## src/rtl/ps2_host_tx.sv

```systemverilog
// Host-to-device PS/2 transmitter. Sends one command byte to the device:
// clock inhibit, request-to-send, start/data/parity/stop bits clocked out
// by the device, then the device ACK bit. Open-drain pins are driven
// through the *_oe outputs (1 = pull low).
//
// Handshake: a byte is accepted on the rising clk25 edge where tx_valid and
// tx_ready are both high. tx_ready is high only in IDLE when no done pulse
// is being shown; tx_valid while busy is dropped, not queued. done is a
// one-cycle pulse and err is valid with it, holding until the next accept.
module ps2_host_tx #(
    parameter int unsigned INHIBIT_CYCLES = 2500,
    parameter int unsigned TIMEOUT_CYCLES = 50000,
    parameter int unsigned FILTER_LEN     = 8
) (
    input  logic       clk25,
    input  logic       resetn,
    input  logic [7:0] tx_data,
    input  logic       tx_valid,
    output logic       tx_ready,
    output logic       busy,
    output logic       done,
    output logic       err,
    input  logic       ps2c_in,
    input  logic       ps2d_in,
    output logic       ps2c_oe,
    output logic       ps2d_oe,
    output logic [2:0] dbg_state_o
);

    typedef enum logic [2:0] {
        IDLE      = 3'd0,
        INHIBIT   = 3'd1,
        RTS       = 3'd2,
        SHIFT     = 3'd3,
        ACK       = 3'd4,
        WAIT_IDLE = 3'd5
    } state_t;

    localparam int unsigned FW = $clog2(FILTER_LEN) + 1;
    localparam logic [FW-1:0] FLT_LAST  = FW'(FILTER_LEN - 1);
    localparam logic [15:0]   INH_LAST  = 16'(INHIBIT_CYCLES - 1);
    localparam logic [15:0]   INH_DATA  = 16'(INHIBIT_CYCLES - 2);
    localparam logic [15:0]   TO_LAST   = 16'(TIMEOUT_CYCLES - 1);

    // Input conditioning state
    logic          c_s1_q, c_s2_q, d_s1_q, d_s2_q;
    logic          c_filt_q;
    logic [FW-1:0] flt_cnt_q;
    logic          fall_q;

    // Transmit FSM state
    state_t       state_q, state_d;
    logic [8:0]   sh_q, sh_d;
    logic [3:0]   edge_q, edge_d;
    logic [15:0]  inh_q, inh_d;
    logic [15:0]  to_q, to_d;
    logic         nack_q, nack_d;
    logic         err_q, err_d;
    logic         done_q, done_d;
    logic         c_oe_q, c_oe_d;
    logic         d_oe_q, d_oe_d;

    logic         timeout;
    logic [3:0]   edge_inc;

    // Synchronize both pins; accept a new clock level only after FILTER_LEN
    // consecutive samples disagree with the current one, strobing fall on 1->0.
    always_ff @(posedge clk25) begin
        if (!resetn) begin
            c_s1_q    <= 1'b1;
            c_s2_q    <= 1'b1;
            d_s1_q    <= 1'b1;
            d_s2_q    <= 1'b1;
            c_filt_q  <= 1'b1;
            flt_cnt_q <= '0;
            fall_q    <= 1'b0;
        end else begin
            c_s1_q <= ps2c_in;
            c_s2_q <= c_s1_q;
            d_s1_q <= ps2d_in;
            d_s2_q <= d_s1_q;
            fall_q <= 1'b0;
            if (c_s2_q == c_filt_q) begin
                flt_cnt_q <= '0;
            end else if (flt_cnt_q == FLT_LAST) begin
                c_filt_q  <= c_s2_q;
                flt_cnt_q <= '0;
                fall_q    <= ~c_s2_q;
            end else begin
                flt_cnt_q <= flt_cnt_q + 1'b1;
            end
        end
    end

    // FSM and datapath registers; reset releases both lines immediately.
    always_ff @(posedge clk25) begin
        if (!resetn) begin
            state_q <= IDLE;
            sh_q    <= '0;
            edge_q  <= '0;
            inh_q   <= '0;
            to_q    <= '0;
            nack_q  <= 1'b0;
            err_q   <= 1'b0;
            done_q  <= 1'b0;
            c_oe_q  <= 1'b0;
            d_oe_q  <= 1'b0;
        end else begin
            state_q <= state_d;
            sh_q    <= sh_d;
            edge_q  <= edge_d;
            inh_q   <= inh_d;
            to_q    <= to_d;
            nack_q  <= nack_d;
            err_q   <= err_d;
            done_q  <= done_d;
            c_oe_q  <= c_oe_d;
            d_oe_q  <= d_oe_d;
        end
    end

    assign timeout  = (to_q == TO_LAST);
    assign edge_inc = (edge_q == 4'd11) ? 4'd11 : edge_q + 4'd1;

    // Next-state logic: inhibit timing, bit shifting on device clock falls,
    // ACK sampling and the watchdog that aborts a stalled frame.
    always_comb begin
        state_d = state_q;
        sh_d    = sh_q;
        edge_d  = edge_q;
        inh_d   = inh_q;
        to_d    = to_q;
        nack_d  = nack_q;
        err_d   = err_q;
        done_d  = 1'b0;
        c_oe_d  = c_oe_q;
        d_oe_d  = d_oe_q;
        case (state_q)
            IDLE: begin
                c_oe_d = 1'b0;
                d_oe_d = 1'b0;
                inh_d  = '0;
                to_d   = '0;
                edge_d = '0;
                if (tx_valid && tx_ready) begin
                    sh_d    = {~^tx_data, tx_data};
                    err_d   = 1'b0;
                    nack_d  = 1'b0;
                    c_oe_d  = 1'b1;
                    state_d = INHIBIT;
                end
            end
            INHIBIT: begin
                inh_d = inh_q + 16'd1;
                // start bit goes low in the final inhibit cycle
                if (inh_q == INH_DATA) d_oe_d = 1'b1;
                if (inh_q == INH_LAST) begin
                    c_oe_d  = 1'b0;
                    d_oe_d  = 1'b1;
                    to_d    = '0;
                    state_d = RTS;
                end
            end
            default: begin
                to_d = fall_q ? 16'd0 : to_q + 16'd1;
                if (timeout) begin
                    // a fall in the same cycle loses to the timeout
                    c_oe_d  = 1'b0;
                    d_oe_d  = 1'b0;
                    err_d   = 1'b1;
                    done_d  = 1'b1;
                    state_d = IDLE;
                end else begin
                    case (state_q)
                        RTS, SHIFT: begin
                            if (fall_q) begin
                                edge_d = edge_inc;
                                if (edge_q == 4'd9) begin
                                    d_oe_d  = 1'b0;   // stop bit: release data
                                    state_d = ACK;
                                end else begin
                                    d_oe_d  = ~sh_q[0];
                                    sh_d    = {1'b1, sh_q[8:1]};
                                    state_d = SHIFT;
                                end
                            end
                        end
                        ACK: begin
                            if (fall_q) begin
                                nack_d  = d_s2_q;
                                edge_d  = edge_inc;
                                state_d = WAIT_IDLE;
                            end
                        end
                        WAIT_IDLE: begin
                            if (c_filt_q && d_s2_q) begin
                                err_d   = nack_q;
                                done_d  = 1'b1;
                                state_d = IDLE;
                            end
                        end
                        default: state_d = IDLE;
                    endcase
                end
            end
        endcase
    end

    assign tx_ready    = (state_q == IDLE) && !done_q;
    assign busy        = (state_q != IDLE) || done_q;
    assign done        = done_q;
    assign err         = err_q;
    assign ps2c_oe     = c_oe_q;
    assign ps2d_oe     = d_oe_q;
    assign dbg_state_o = state_q;

endmodule

```

## config.mk

```make
export PLATFORM = sky130hd
export DESIGN_NAME = ps2_host_tx
export DESIGN_NICKNAME = d
export VERILOG_FILES = /design/src/rtl/ps2_host_tx.sv
export SDC_FILE = /design/constraint.sdc
export NUM_CORES = 1
export LEC_CHECK = 0
export ABC_AREA = 1
export CAP_MARGIN = 20
export CORE_ASPECT_RATIO = 2
export CORE_MARGIN = 3
export CORE_UTILIZATION = 45
export DETAILED_ROUTE_END_ITERATION = 6
export PLACE_DENSITY_LB_ADDON = 0.15
export SLEW_MARGIN = 25
export SYNTH_ARGS = -nofsm -noshare
export SYNTH_HDL_FRONTEND = slang
export SYNTH_SLANG_ARGS = --single-unit
```

## constraint.sdc

```tcl
create_clock -name clk25 -period 3.5 [get_ports clk25]
set_clock_uncertainty 0.2 [all_clocks]
set_input_delay 0.7 -clock clk25 [delete_from_list [all_inputs] [get_ports clk25]]
set_output_delay 0.7 -clock clk25 [all_outputs]
set_load 0.02 [all_outputs]
```

==> impl_metrics.json <==
{
  "synth_largest_area_cell": "dfxtp_1",
  "areaGrowthSynthToFinish_pct": 15.29,
  "fin_setup_tns_ns": 0,
  "critical_path.max_stage_delay_ns": 0.64,
  "p_switching_uw": 1138,
  "synth-main-ff-cell": "dfxtp_1",
  "vias": 3333,
  "regArea_um2": 1261,
  "cp_max_fo": 26,
  "viasPerCell": 5.257,
  "cts_sinks": 63,
  "p_per_area_nw_per_um2": 708.0,
  "antenna_found_initial": 0,
  "fin_crit_sh_pct": 83.90,
  "swShare_pct": 40.65,
  "synthArstFlopShare_pct": 0,
  "postCtsSetupRepairBufs": 0,
  "wl_per_cell_um": 13.00,
  "drt_iter0_markers": 223,
  "yosys-top-cells-area": "dfxtp_1, nand2_1, nor2_1",
  "p_leak_uw": 0.001557,
  "syn-num-nets": 539,
  "initial_utilization_pct": 46.84,
  "multi_input_area_um2": 1871,
  "clk_path_buf_depth": 2,
  "clk_latency_ns": 0.33,
  "die_h_um": 129.5,
  "synth_commonest_cells": "nand2_1, dfxtp_1, nor2_1",
  "drc": 0,
  "synth-edff-count": 0,
  "drv_slew": 0,
  "synthCells": 520,
  "overflow": 0,
  "drive_above_1_share_pct": 6.827,
  "stdcell_area_um2": 3954,
  "regToRegSetupSlack_ns": 1.36,
  "fmax_mhz": 340.6,
  "crit_path_end_kind": "output port",
  "synth-seq-cells": 63,
  "dp_hpwl_um": 5993,
  "syn_avg_cell_area_um2": 6.595,
  "ant_nets": 0,
  "grt_max_degree": 34,
  "fp.dieW_um": 67.73,
  "p_int_uw": 1661,
  "num_rows": 44,
  "cp_slowest_cell": "clkdlybuf4s50_1",
  "dieArea_um2": 8768,
  "htree_levels": 3,
  "ctsResizeCount": 0,
  "grt_use_total_pct": 20.76,
  "worst_pin_slew_ns": 0.6279,
  "antenna_cells": 0,
  "first_pass_iters": 4,
  "synth_top_area_share_pct": 36.77,
  "yosysMostFrequentCell": "nand2_1",
  "combPwrFrac_pct": 41.2,
  "crit_required_ns": 2.60,
  "path_cells": "nor2_4, nand2_4, nor2_1, clkdlybuf4s50_1",
  "dpl_cell_area_um2": 3701,
  "io_buffers": 21,
  "layout_min_cycle_time_ns": 2.936,
  "max_cap_viol_count": 0,
  "clkTransAtPathRegs_ns": 0.05,
  "ys_seq_area_share_pct": 36.77,
  "holdBufCountCts": 0,
  "synth_area_um2": 3430,
  "max-vdd-ir-drop_mv": 0.3718,
  "cts_made_buffers": 9,
  "grt_pass1_vias": 3179,
  "p_total_uw": 2799,
  "finalSetupViolCount": 0,
  "cts_tree": "yes",
  "ios": 22,
  "finalHoldViolCount": 0,
  "grt_pass1_wl_um": 13770,
  "critPathArrivalTime_ns": 2.04,
  "status": "finished clean",
  "drt-total-wl_um": 8242,
  "yosysWarnings": 0,
  "slew-limit-headroom_pct": 58.09,
  "finalWeightedCongestion": 0.8487,
  "critical_path_class": "reg2out",
  "core_area_um2": 7322,
  "pwr-share-seq_pct": 31.2,
  "clockRootBuffer": "clkbuf_16",
  "holdCritPathClass": "reg2reg",
  "rsz0062_at_grt": "false",
  "whs_ns": 0.2203,
  "nFillCells": 708,
  "startpoint_type": "flop",
  "nets": 559,
  "pwr-share-clk_pct": 27.6,
  "synthDistinctLibCells": 40
}
==> final timing paths <==
kind	cells past startpoint	startpoint	to
hold / removal	1	c_s1_q	c_s2_q
setup reg to reg	7	dbg_state_o[2]	sh_q[6]
hold reg to reg	1	c_s1_q	c_s2_q
setup / recovery	4	dbg_state_o[1]	tx_ready
==> worst max-delay path, delay by kind of cell, from the launching register on <==
kind | cells | cell delay (ns)
and+or+nand+nor | 3 | 0.72
DFF | 1 | 0.35
buffers and inverters | 1 | 0.64
==> area by class of cell <==
class / count / share of cell area (%)
multi-input combinational: 382 / 47.31
sequential: 63 / 31.90
clock buffer: 11 / 6.139
inverter: 61 / 5.791
timing repair buffer: 23 / 5.696
tap: 92 / 2.911
clock inverter: 2 / 0.2532
==> metal layers <==
metal  GRT usage, %  vias to the layer above  share of wire, %  routed length, µm
li1               -                     1725                 -                  -
met1          20.84                     1520                39               3232
met2          38.31                       73                54               4444
met3          4.683                       15               3.9                323
met4          10.17                        0               2.9                242
met5              0                        -                 0                  0
==> cells by family (layout without fill, tap and decap cells) <==
logic type	Yosys count	in the layout	share of synthesized area, %
AND/OR/NAND/NOR	279	279	35.42
AO/OA/AOI/OAI	90	90	15.14
buffers and inverters	75	97	8.683
flip-flops	63	63	36.77
XOR/XNOR	7	7	1.788
adder cells (fa/ha/maj)	6	6	2.189
==> power groups by stage <==
stage / combinational [µW] / clock, µW / sequential, µW
finish: 1150 / 773 / 873
global route: 1320 / 822 / 883
CTS: 1160 / 796 / 873
detailed placement: 1160 / 0 / 886
global placement: 1140 / 0 / 883
floorplan: 883 / 0 / 896
==> layout by cell type, fill, tap and decap left out, types with 2 or more instances in the layout <==
cell type,n
o21ai_1,2
nand2_1,137
clkdlybuf4s50_1,21
nor3_1,15
nand3_1,33
a211oi_1,4
clkinv_2,2
xor2_1,3
or2_2,4
nor2_4,2
nand2_4,2
a22oi_1,3
nand3b_1,2
nand4_1,12
dfxtp_1,63
buf_4,2
ha_1,6
nor2_1,62
clkbuf_16,9
nand2_2,5
a21oi_1,41
inv_2,5
o21ai_0,31
xnor2_1,4
inv_1,56
==> per-stage QoR <==
| step | setup slack (ns) | util [%] | std cells |
|---|---|---|---|
| CTS | 0.5484 | 54.00 | 634 |
| floorplan | 1.285 | - | 520 |
| finish | 0.5636 | 54.00 | 634 |
| global placement | 0.9540 | 50.55 | 621 |
| detailed placement | 0.8994 | 50.55 | 621 |
| global route | 0.4742 | 54.00 | 634 |
==> registers in the layout, indices dropped and copies added, names as in the netlist, 3 cells and up <==
register	flops
dbg_state_o	3
edge_q	4
flt_cnt_q	4
inh_q	16
sh_q	9
to_q	16
(Power assumes the default switching activity.)
